==> config.mk <==
export PLATFORM = sky130hd
export DESIGN_NAME = inst_prefetch_queue_flat
export DESIGN_NICKNAME = d
export VERILOG_FILES = /design/src/rtl/inst_prefetch_queue_pkg.sv /design/src/rtl/inst_prefetch_queue_if.sv /design/src/rtl/inst_prefetch_queue_fifo.sv /design/src/rtl/inst_prefetch_queue.sv /design/src/flat_wrapper.sv
export SDC_FILE = /design/constraint.sdc
export NUM_CORES = 1
export LEC_CHECK = 0
export ABC_CLOCK_PERIOD_IN_PS = 7000
export CAP_MARGIN = 15
export CORE_MARGIN = 2
export CORE_UTILIZATION = 55
export DETAILED_ROUTE_END_ITERATION = 10
export PLACE_DENSITY = 0.84
export SETUP_SLACK_MARGIN = 0.2
export SLEW_MARGIN = 10
export SYNTH_ARGS = -nofsm -noshare
export SYNTH_HDL_FRONTEND = slang
export SYNTH_HIERARCHICAL = 1
export SYNTH_SLANG_ARGS = --single-unit
==> constraint.sdc <==
create_clock -name clk_i -period 7 [get_ports clk_i]
set_input_delay 1.4 -clock clk_i [delete_from_list [all_inputs] [get_ports clk_i]]
set_output_delay 1.4 -clock clk_i [all_outputs]
set_load 0.02 [all_outputs]
==> src/rtl/inst_prefetch_queue_pkg.sv <==
// Shared definitions for the instruction prefetch queue.
//   PFQ_DEPTH/PFQ_AW/PFQ_DW : default queue depth, PC width, instruction width
//   NOP_WORD                : instruction presented to IF while the queue is empty
//   PF_IDLE/PF_REQ/PF_DROP  : fetch FSM encodings
package inst_prefetch_queue_pkg;

    localparam int PFQ_DEPTH = 4;
    localparam int PFQ_AW    = 8;
    localparam int PFQ_DW    = 16;

    localparam logic [15:0] NOP_WORD = 16'h0000;

    typedef logic [1:0] pf_state_t;

    localparam pf_state_t PF_IDLE = 2'd0;  // no request outstanding
    localparam pf_state_t PF_REQ  = 2'd1;  // request outstanding, data will be queued
    localparam pf_state_t PF_DROP = 2'd2;  // request outstanding, data discarded on ack

endpackage

==> src/rtl/inst_prefetch_queue_if.sv <==
// Handshake bundle of the prefetch queue.
//   memory side : i_req/i_addr out, i_ack/i_datain in
//   IF side     : if_valid/if_instr/if_pc out, if_ready in, redirect/redirect_pc in
// master = prefetch unit, slave = memory + IF stage.
interface inst_prefetch_queue_if
    import inst_prefetch_queue_pkg::*;
#(
    parameter int AW = PFQ_AW,
    parameter int DW = PFQ_DW
);
    logic          i_req;
    logic [AW-1:0] i_addr;
    logic          i_ack;
    logic [DW-1:0] i_datain;
    logic          if_valid;
    logic [DW-1:0] if_instr;
    logic [AW-1:0] if_pc;
    logic          if_ready;
    logic          redirect;
    logic [AW-1:0] redirect_pc;

    modport master (
        output i_req, i_addr, if_valid, if_instr, if_pc,
        input  i_ack, i_datain, if_ready, redirect, redirect_pc
    );

    modport slave (
        input  i_req, i_addr, if_valid, if_instr, if_pc,
        output i_ack, i_datain, if_ready, redirect, redirect_pc
    );
endinterface

==> src/rtl/inst_prefetch_queue_fifo.sv <==
// pfq_fifo: synchronous FIFO of DEPTH entries, W bits each.
//   clk_i, rst_i (sync, active-high), flush_i (sync clear)
//   push_i/din_i : write (ignored when full or flushing)
//   pop_i        : read advance (ignored when empty or flushing)
//   head_o       : oldest entry (combinational), count_o, empty_o
module pfq_fifo #(
    parameter int DEPTH = 4,
    parameter int W     = 24
) (
    input  logic                   clk_i,
    input  logic                   rst_i,
    input  logic                   flush_i,
    input  logic                   push_i,
    input  logic                   pop_i,
    input  logic [W-1:0]           din_i,
    output logic [W-1:0]           head_o,
    output logic [$clog2(DEPTH):0] count_o,
    output logic                   empty_o
);
    localparam int PW = $clog2(DEPTH);

    logic [W-1:0]  mem_q [DEPTH];
    logic [PW-1:0] rd_q, wr_q;
    logic [PW:0]   cnt_q;
    logic          do_push, do_pop;

    assign empty_o = (cnt_q == '0);
    assign do_push = push_i & (cnt_q != (PW+1)'(DEPTH)) & ~flush_i;
    assign do_pop  = pop_i & ~empty_o & ~flush_i;

    always_ff @(posedge clk_i) begin
        if (rst_i || flush_i) begin
            rd_q  <= '0;
            wr_q  <= '0;
            cnt_q <= '0;
        end else begin
            if (do_push) wr_q <= wr_q + PW'(1);
            if (do_pop)  rd_q <= rd_q + PW'(1);
            cnt_q <= cnt_q + (PW+1)'(do_push) - (PW+1)'(do_pop);
        end
    end

    // Storage needs no reset: entries are only visible through the counter.
    always_ff @(posedge clk_i) begin
        if (do_push && !rst_i) mem_q[wr_q] <= din_i;
    end

    assign head_o  = mem_q[rd_q];
    assign count_o = cnt_q;
endmodule

==> src/rtl/inst_prefetch_queue.sv <==
// Instruction prefetch unit: fetches instructions over a req/ack handshake,
// queues {pc, instr} and presents the head entry to IF. A redirect flushes the
// queue and restarts fetching at redirect_pc.
//   clk_i, rst_i : clock, synchronous active-high reset
//   enable_i     : permits starting new memory requests
//   bus          : memory and IF handshakes (master side)
module inst_prefetch_queue
    import inst_prefetch_queue_pkg::*;
#(
    parameter int DEPTH = PFQ_DEPTH,
    parameter int AW    = PFQ_AW,
    parameter int DW    = PFQ_DW
) (
    input  logic                   clk_i,
    input  logic                   rst_i,
    input  logic                   enable_i,
    inst_prefetch_queue_if.master  bus
);
    localparam int CW = $clog2(DEPTH) + 1;

    pf_state_t     state_q, state_d;
    logic [AW-1:0] fetch_pc_q, fetch_pc_d;
    logic [AW-1:0] addr_q, addr_d;
    logic [CW-1:0] count, next_count;
    logic [AW+DW-1:0] head;
    logic          empty, push, pop, issue, still_out;

    // A redirect cancels any push or pop on the same edge.
    assign push = (state_q == PF_REQ) & bus.i_ack & ~bus.redirect;
    assign pop  = ~empty & bus.if_ready & ~bus.redirect;

    assign next_count = bus.redirect ? '0 : count + CW'(push) - CW'(pop);

    // Request still pending after this edge: at most one may be outstanding.
    assign still_out = ((state_q == PF_REQ) || (state_q == PF_DROP)) & ~bus.i_ack;

    // Space is judged on the post-edge count, so a full queue never issues.
    assign issue = enable_i & ~bus.redirect & (next_count < CW'(DEPTH)) & ~still_out;

    always_comb begin
        state_d    = state_q;
        fetch_pc_d = fetch_pc_q;
        addr_d     = addr_q;

        if (still_out)
            state_d = ((state_q == PF_REQ) && bus.redirect) ? PF_DROP : state_q;
        else
            state_d = issue ? PF_REQ : PF_IDLE;

        if (bus.redirect)
            fetch_pc_d = bus.redirect_pc;
        else if (issue)
            fetch_pc_d = fetch_pc_q + AW'(1);

        if (issue) addr_d = fetch_pc_q;
    end

    always_ff @(posedge clk_i) begin
        if (rst_i) begin
            state_q    <= PF_IDLE;
            fetch_pc_q <= '0;
            addr_q     <= '0;
        end else begin
            state_q    <= state_d;
            fetch_pc_q <= fetch_pc_d;
            addr_q     <= addr_d;
        end
    end

    // i_req comes straight from the state register, so it is held until ack.
    assign bus.i_req  = (state_q == PF_REQ) || (state_q == PF_DROP);
    assign bus.i_addr = addr_q;

    pfq_fifo #(.DEPTH(DEPTH), .W(AW + DW)) u_fifo (
        .clk_i   (clk_i),
        .rst_i   (rst_i),
        .flush_i (bus.redirect),
        .push_i  (push),
        .pop_i   (pop),
        .din_i   ({addr_q, bus.i_datain}),
        .head_o  (head),
        .count_o (count),
        .empty_o (empty)
    );

    assign bus.if_valid = ~empty;
    assign bus.if_instr = empty ? DW'(NOP_WORD) : head[DW-1:0];
    assign bus.if_pc    = empty ? '0 : head[AW+DW-1:DW];
endmodule

==> src/flat_wrapper.sv <==
// flat-port wrapper written by rule: the top's interface ports become plain ports
module inst_prefetch_queue_flat import inst_prefetch_queue_pkg::*;
#(
    parameter int DEPTH = PFQ_DEPTH,
    parameter int AW    = PFQ_AW,
    parameter int DW    = PFQ_DW
)
  (clk_i, rst_i, enable_i, bus_i_req, bus_i_addr, bus_if_valid, bus_if_instr, bus_if_pc, bus_i_ack, bus_i_datain, bus_if_ready, bus_redirect, bus_redirect_pc);
  inst_prefetch_queue_if #(.AW(AW), .DW(DW)) bus_i ();
  input  logic clk_i;
  input  logic rst_i;
  input  logic enable_i;
  output wire logic [$bits(bus_i.i_req)-1:0] bus_i_req;
  output wire logic [$bits(bus_i.i_addr)-1:0] bus_i_addr;
  output wire logic [$bits(bus_i.if_valid)-1:0] bus_if_valid;
  output wire logic [$bits(bus_i.if_instr)-1:0] bus_if_instr;
  output wire logic [$bits(bus_i.if_pc)-1:0] bus_if_pc;
  input wire logic [$bits(bus_i.i_ack)-1:0] bus_i_ack;
  input wire logic [$bits(bus_i.i_datain)-1:0] bus_i_datain;
  input wire logic [$bits(bus_i.if_ready)-1:0] bus_if_ready;
  input wire logic [$bits(bus_i.redirect)-1:0] bus_redirect;
  input wire logic [$bits(bus_i.redirect_pc)-1:0] bus_redirect_pc;
  assign bus_i_req = bus_i.i_req;
  assign bus_i_addr = bus_i.i_addr;
  assign bus_if_valid = bus_i.if_valid;
  assign bus_if_instr = bus_i.if_instr;
  assign bus_if_pc = bus_i.if_pc;
  assign bus_i.i_ack = bus_i_ack;
  assign bus_i.i_datain = bus_i_datain;
  assign bus_i.if_ready = bus_if_ready;
  assign bus_i.redirect = bus_redirect;
  assign bus_i.redirect_pc = bus_redirect_pc;
  inst_prefetch_queue #(.DEPTH(DEPTH), .AW(AW), .DW(DW)) u_core (.clk_i(clk_i), .rst_i(rst_i), .enable_i(enable_i), .bus(bus_i));
endmodule
==> summary.md <==
| Metric | Value |
|---|---|
| Pin count of the biggest net entering global routing | `29` |
| Number of antenna cells inserted | `0` |
| Average vias per placed instance | `around 5.6` |
| Weighted congestion reported at the end of routability-driven placement | `0.841` |
| Final setup skew | `0.00652 ns` |
| WL per Instance | `18.6 um` |
| Clock transition at the register clock pins on the worst setup and hold paths after CTS | `~0.060 ns` |
| Fraction of layout cells with a size suffix above 1 | `0.177` |
| Die X | `99.9 um` |
| Total leakage power | `approximately 2.2 nW` |
| Type of the worst setup path | `in2reg` |
| Filler cell count | `537` |
| Setup Total Neg Slack | `0 ns` |
| Share of synthesized registers carrying an async set or reset | `0` |
| Total Routed Length | `9.38 mm` |
| Synth Flop Type | `sky130_fd_sc_hd__edfxtp_1` |
| Period minus WS final | `4.34 ns` |
| Number of hold violations in the final report | `0` |
| CTS Buf Count | `17` |
| Transition time of the tightest slew-check pin | `1.13 ns` |
| Die height | `99.9 um` |
| Cell row count | `34` |
| Mean post-synth cell area | `16.4 um^2` |
| Clock tree from TritonCTS | `yes` |
| Leading cell type in the layout, fill and taps excluded | `sky130_fd_sc_hd__edfxtp_1` |
| Final slew viol count | `0` |
| Insertion delay of the later-clocked pin in the worst-skew pair | `0.51 ns` |
| YS warnings | `6` |
| Final Setup Violations | `0` |
| Max Clock Freq | `230 MHz` |
| Smallest setup slack after layout | `2.66 ns` |
| Class of the tightest hold or removal check | `reg2reg` |
| Level count of the clock H-tree | `4` |
| Leading cell types by total area after synthesis | `sky130_fd_sc_hd__edfxtp_1 (57%), sky130_fd_sc_hd__dfxtp_1 (11%), sky130_fd_sc_hd__mux4_2 (11%)` |
| CTS-repair resized insts | `0` |
| Cell type contributing the most total cell area after synthesis | `sky130_fd_sc_hd__edfxtp_1` |
| Slowest cell delay on critical path | `0.72 ns` |
| Outcome | `complete, no violations` |
| Port-buffer cells | `63` |
| First-pass iteration count of the detailed router | `4` |
| Yosys reg bits | `approximately 120` |
| Number of cells on the worst reg-to-reg path | `13` |
| Boundary pin count | `64` |
| Core area | `0.00881 mm^2` |
| Number of instances in the synthesized netlist | `308` |
| Worst IR Drop VDD | `180 uV` |
| Number of synthesized flops with an enable pin | `96` |
| Worst-case headroom to the max-slew limit | `0.242` |
| Antenna violations before repair | `0` |
| Crit path launch type | `primary input` |
| DRC viols | `0` |
| Number of clock sinks | `123` |
| Effective utilization at floorplan | `0.574` |
| GRT overflow | `0` |
| Total power per unit cell area | `between 200 and 300 mW/mm^2` |
| Unrepaired setup endpoints after global routing | `no` |
| Slowest cell on the critical path | `sky130_fd_sc_hd__clkdlybuf4s50_1` |
| Area grow syn2layout | `25.7%` |
| Synth top area share | `0.570` |
| Maximum clock insertion buffer count | `2` |
| Sequential-to-total area share from yosys stat | `0.677` |
| Crit. End Element | `flip-flop` |
| WP buf/inv | `4` |
| Cell variety after synth | `36` |
| Cell at the root of the clock tree | `sky130_fd_sc_hd__clkbuf_8` |
| Synthesized cell area | `around 0.0051 mm^2` |
| Area of the die | `0.00998 mm^2` |
| Critical path required time | `7.35 ns` |
| GR Util All Layers | `0.209` |
| Net count after synthesis | `349` |
| Total number of vias | `2805` |
| Max-cap check violation count | `0` |
| Number of logic stages on the critical path including buffering | `12` |
| Number of hold-repair buffers added at the cts stage | `0` |
| Setup Buffers After CTS | `0` |
| Placed wire-length estimate | `5.55 mm` |
| Cell family with the largest share of critical-path delay | `buffers and inverters` |
| First-pass GRT wire length | `roughly 15 mm` |
| Number of nets in the layout | `424` |
| Share of the cycle needed by the critical path after routing | `0.621` |
| Antenna Violating Nets Remaining | `0` |
| Cell Chain, Critical Path | `clkdlybuf4s50_1, inv_1, and3_1, ha_1, inv_1, ha_1, and3b_1, or3_1, a211oi_1, buf_4, mux2i_1, nor2_1` |
| Vias in the first global route | `2918` |
| Highest-count cells in the layout ignoring fill and taps | `sky130_fd_sc_hd__edfxtp_1 (96), sky130_fd_sc_hd__clkdlybuf4s50_1 (63), sky130_fd_sc_hd__dfxtp_1 (26)` |
| 1st-iter DRT viols | `about 180` |
| Cells on Worst Hold Path | `2` |
| Worst path arrival time | `approximately 4.7 ns` |
| Setup Slack @ Placement | `2.26 ns` |
| Maximum net fanout on the critical path | `16` |
-- cell usage after synthesis, types with 3 or more instances --
cell type and n:
sky130_fd_sc_hd__a211oi_1 8, sky130_fd_sc_hd__a21oi_1 8, sky130_fd_sc_hd__and2_1 3, sky130_fd_sc_hd__buf_2 4, sky130_fd_sc_hd__buf_6 4, sky130_fd_sc_hd__clkbuf_1 6
sky130_fd_sc_hd__dfxtp_1 27, sky130_fd_sc_hd__edfxtp_1 96, sky130_fd_sc_hd__ha_1 10, sky130_fd_sc_hd__inv_1 13, sky130_fd_sc_hd__mux2i_1 13, sky130_fd_sc_hd__mux4_2 24
sky130_fd_sc_hd__nand2_1 7, sky130_fd_sc_hd__nand3_1 4, sky130_fd_sc_hd__nor2_1 20, sky130_fd_sc_hd__nor2b_1 24, sky130_fd_sc_hd__nor3b_2 5, sky130_fd_sc_hd__or3_1 4
sky130_fd_sc_hd__xnor2_1 5
-- area by class of cell --
cell class	instances	area, um^2	share of cell area
Clock buffer	20	435	0.0685
Sequential cell	123	3420	0.539
Multi-Input combinational cell	158	1530	0.241
Inverter	13	48.8	0.00768
Timing Repair Buffer	70	683	0.108
Clock inverter	12	98.8	0.0156
Tap cell	108	135	0.0213
-- tightest hold or removal path: cells and delay by family (launching register included) --
family	cells	cell delay [ns]
flops	1	0.33
simple gates	1	0.06
mux	1	0.06
-- stage by stage --
step                cells  cell area (um^2)  hold WS (ns)   util  total power [W]
floorplan             308              5060         0.453      -         0.000833
global placement      472              5820         0.470  0.661         0.000864
detailed placement    472              5820         0.488  0.661         0.000865
CTS                   504              6350         0.505  0.722          0.00164
global route          504              6350         0.528  0.722          0.00168
finish                504              6350         0.502  0.722          0.00162
-- per-layer routing --
metal | track usage | up-vias | part of all wire | wire length, um
met1 | 0.266 | 1358 | 0.40 | 3800
met2 | 0.339 | 116 | 0.51 | 4820
met4 | 0.0959 | 0 | 0.013 | 125
li1 | - | 1322 | - | -
met5 | 0 | - | 0 | 0
met3 | 0.0564 | 9 | 0.068 | 642
-- cells by family (layout without fill, tap and decap cells) --
group | count (synthesis) | after routing | synth area share
AND/OR/NAND/NOR | 78 | 78 | 0.0898
XOR/XNOR | 7 | 7 | 0.0121
AO/OA/AOI/OAI | 25 | 25 | 0.0329
adder cells (fa/ha/maj) | 11 | 11 | 0.0287
flip-flops | 123 | 123 | 0.677
multiplexers | 37 | 37 | 0.133
buffers and inverters | 27 | 115 | 0.0270
-- sequential cells by signal (all words and copies together), names as in the netlist, named ones only --
signal	cells
u_core/state_q	2
u_core/u_fifo/wr_q	2
u_core/u_fifo/count_o	3
u_core/u_fifo/mem_q	96
u_core/u_fifo/rd_q	2
u_core/bus.i_addr	8
u_core/fetch_pc_q	8
-- worst paths after layout --
kind / endpoint / from / slack, ns
max: u_core/bus.i_addr[3]$_SDFFE_PP0P_ / bus_redirect / 2.66
min: u_core/u_fifo/wr_q[0]$_SDFFE_PP0N_ / u_core/u_fifo/wr_q[0]$_SDFFE_PP0N_ / 0.50
max reg2reg: u_core/bus.i_addr[3]$_SDFFE_PP0P_ / u_core/u_fifo/count_o[1]$_SDFF_PP0_ / 3.69
min reg2reg: u_core/u_fifo/wr_q[0]$_SDFFE_PP0N_ / u_core/u_fifo/wr_q[0]$_SDFFE_PP0N_ / 0.50
-- power by group --
part | internal, W | leakage, nW | switching, W
logic | 0.0000278 | 0.817 | 0.0000249
clock network | 0.000475 | 0.257 | 0.000296
registers | 0.000791 | 1.13 | 0.00000732
Power figures use the tool's default switching activity.
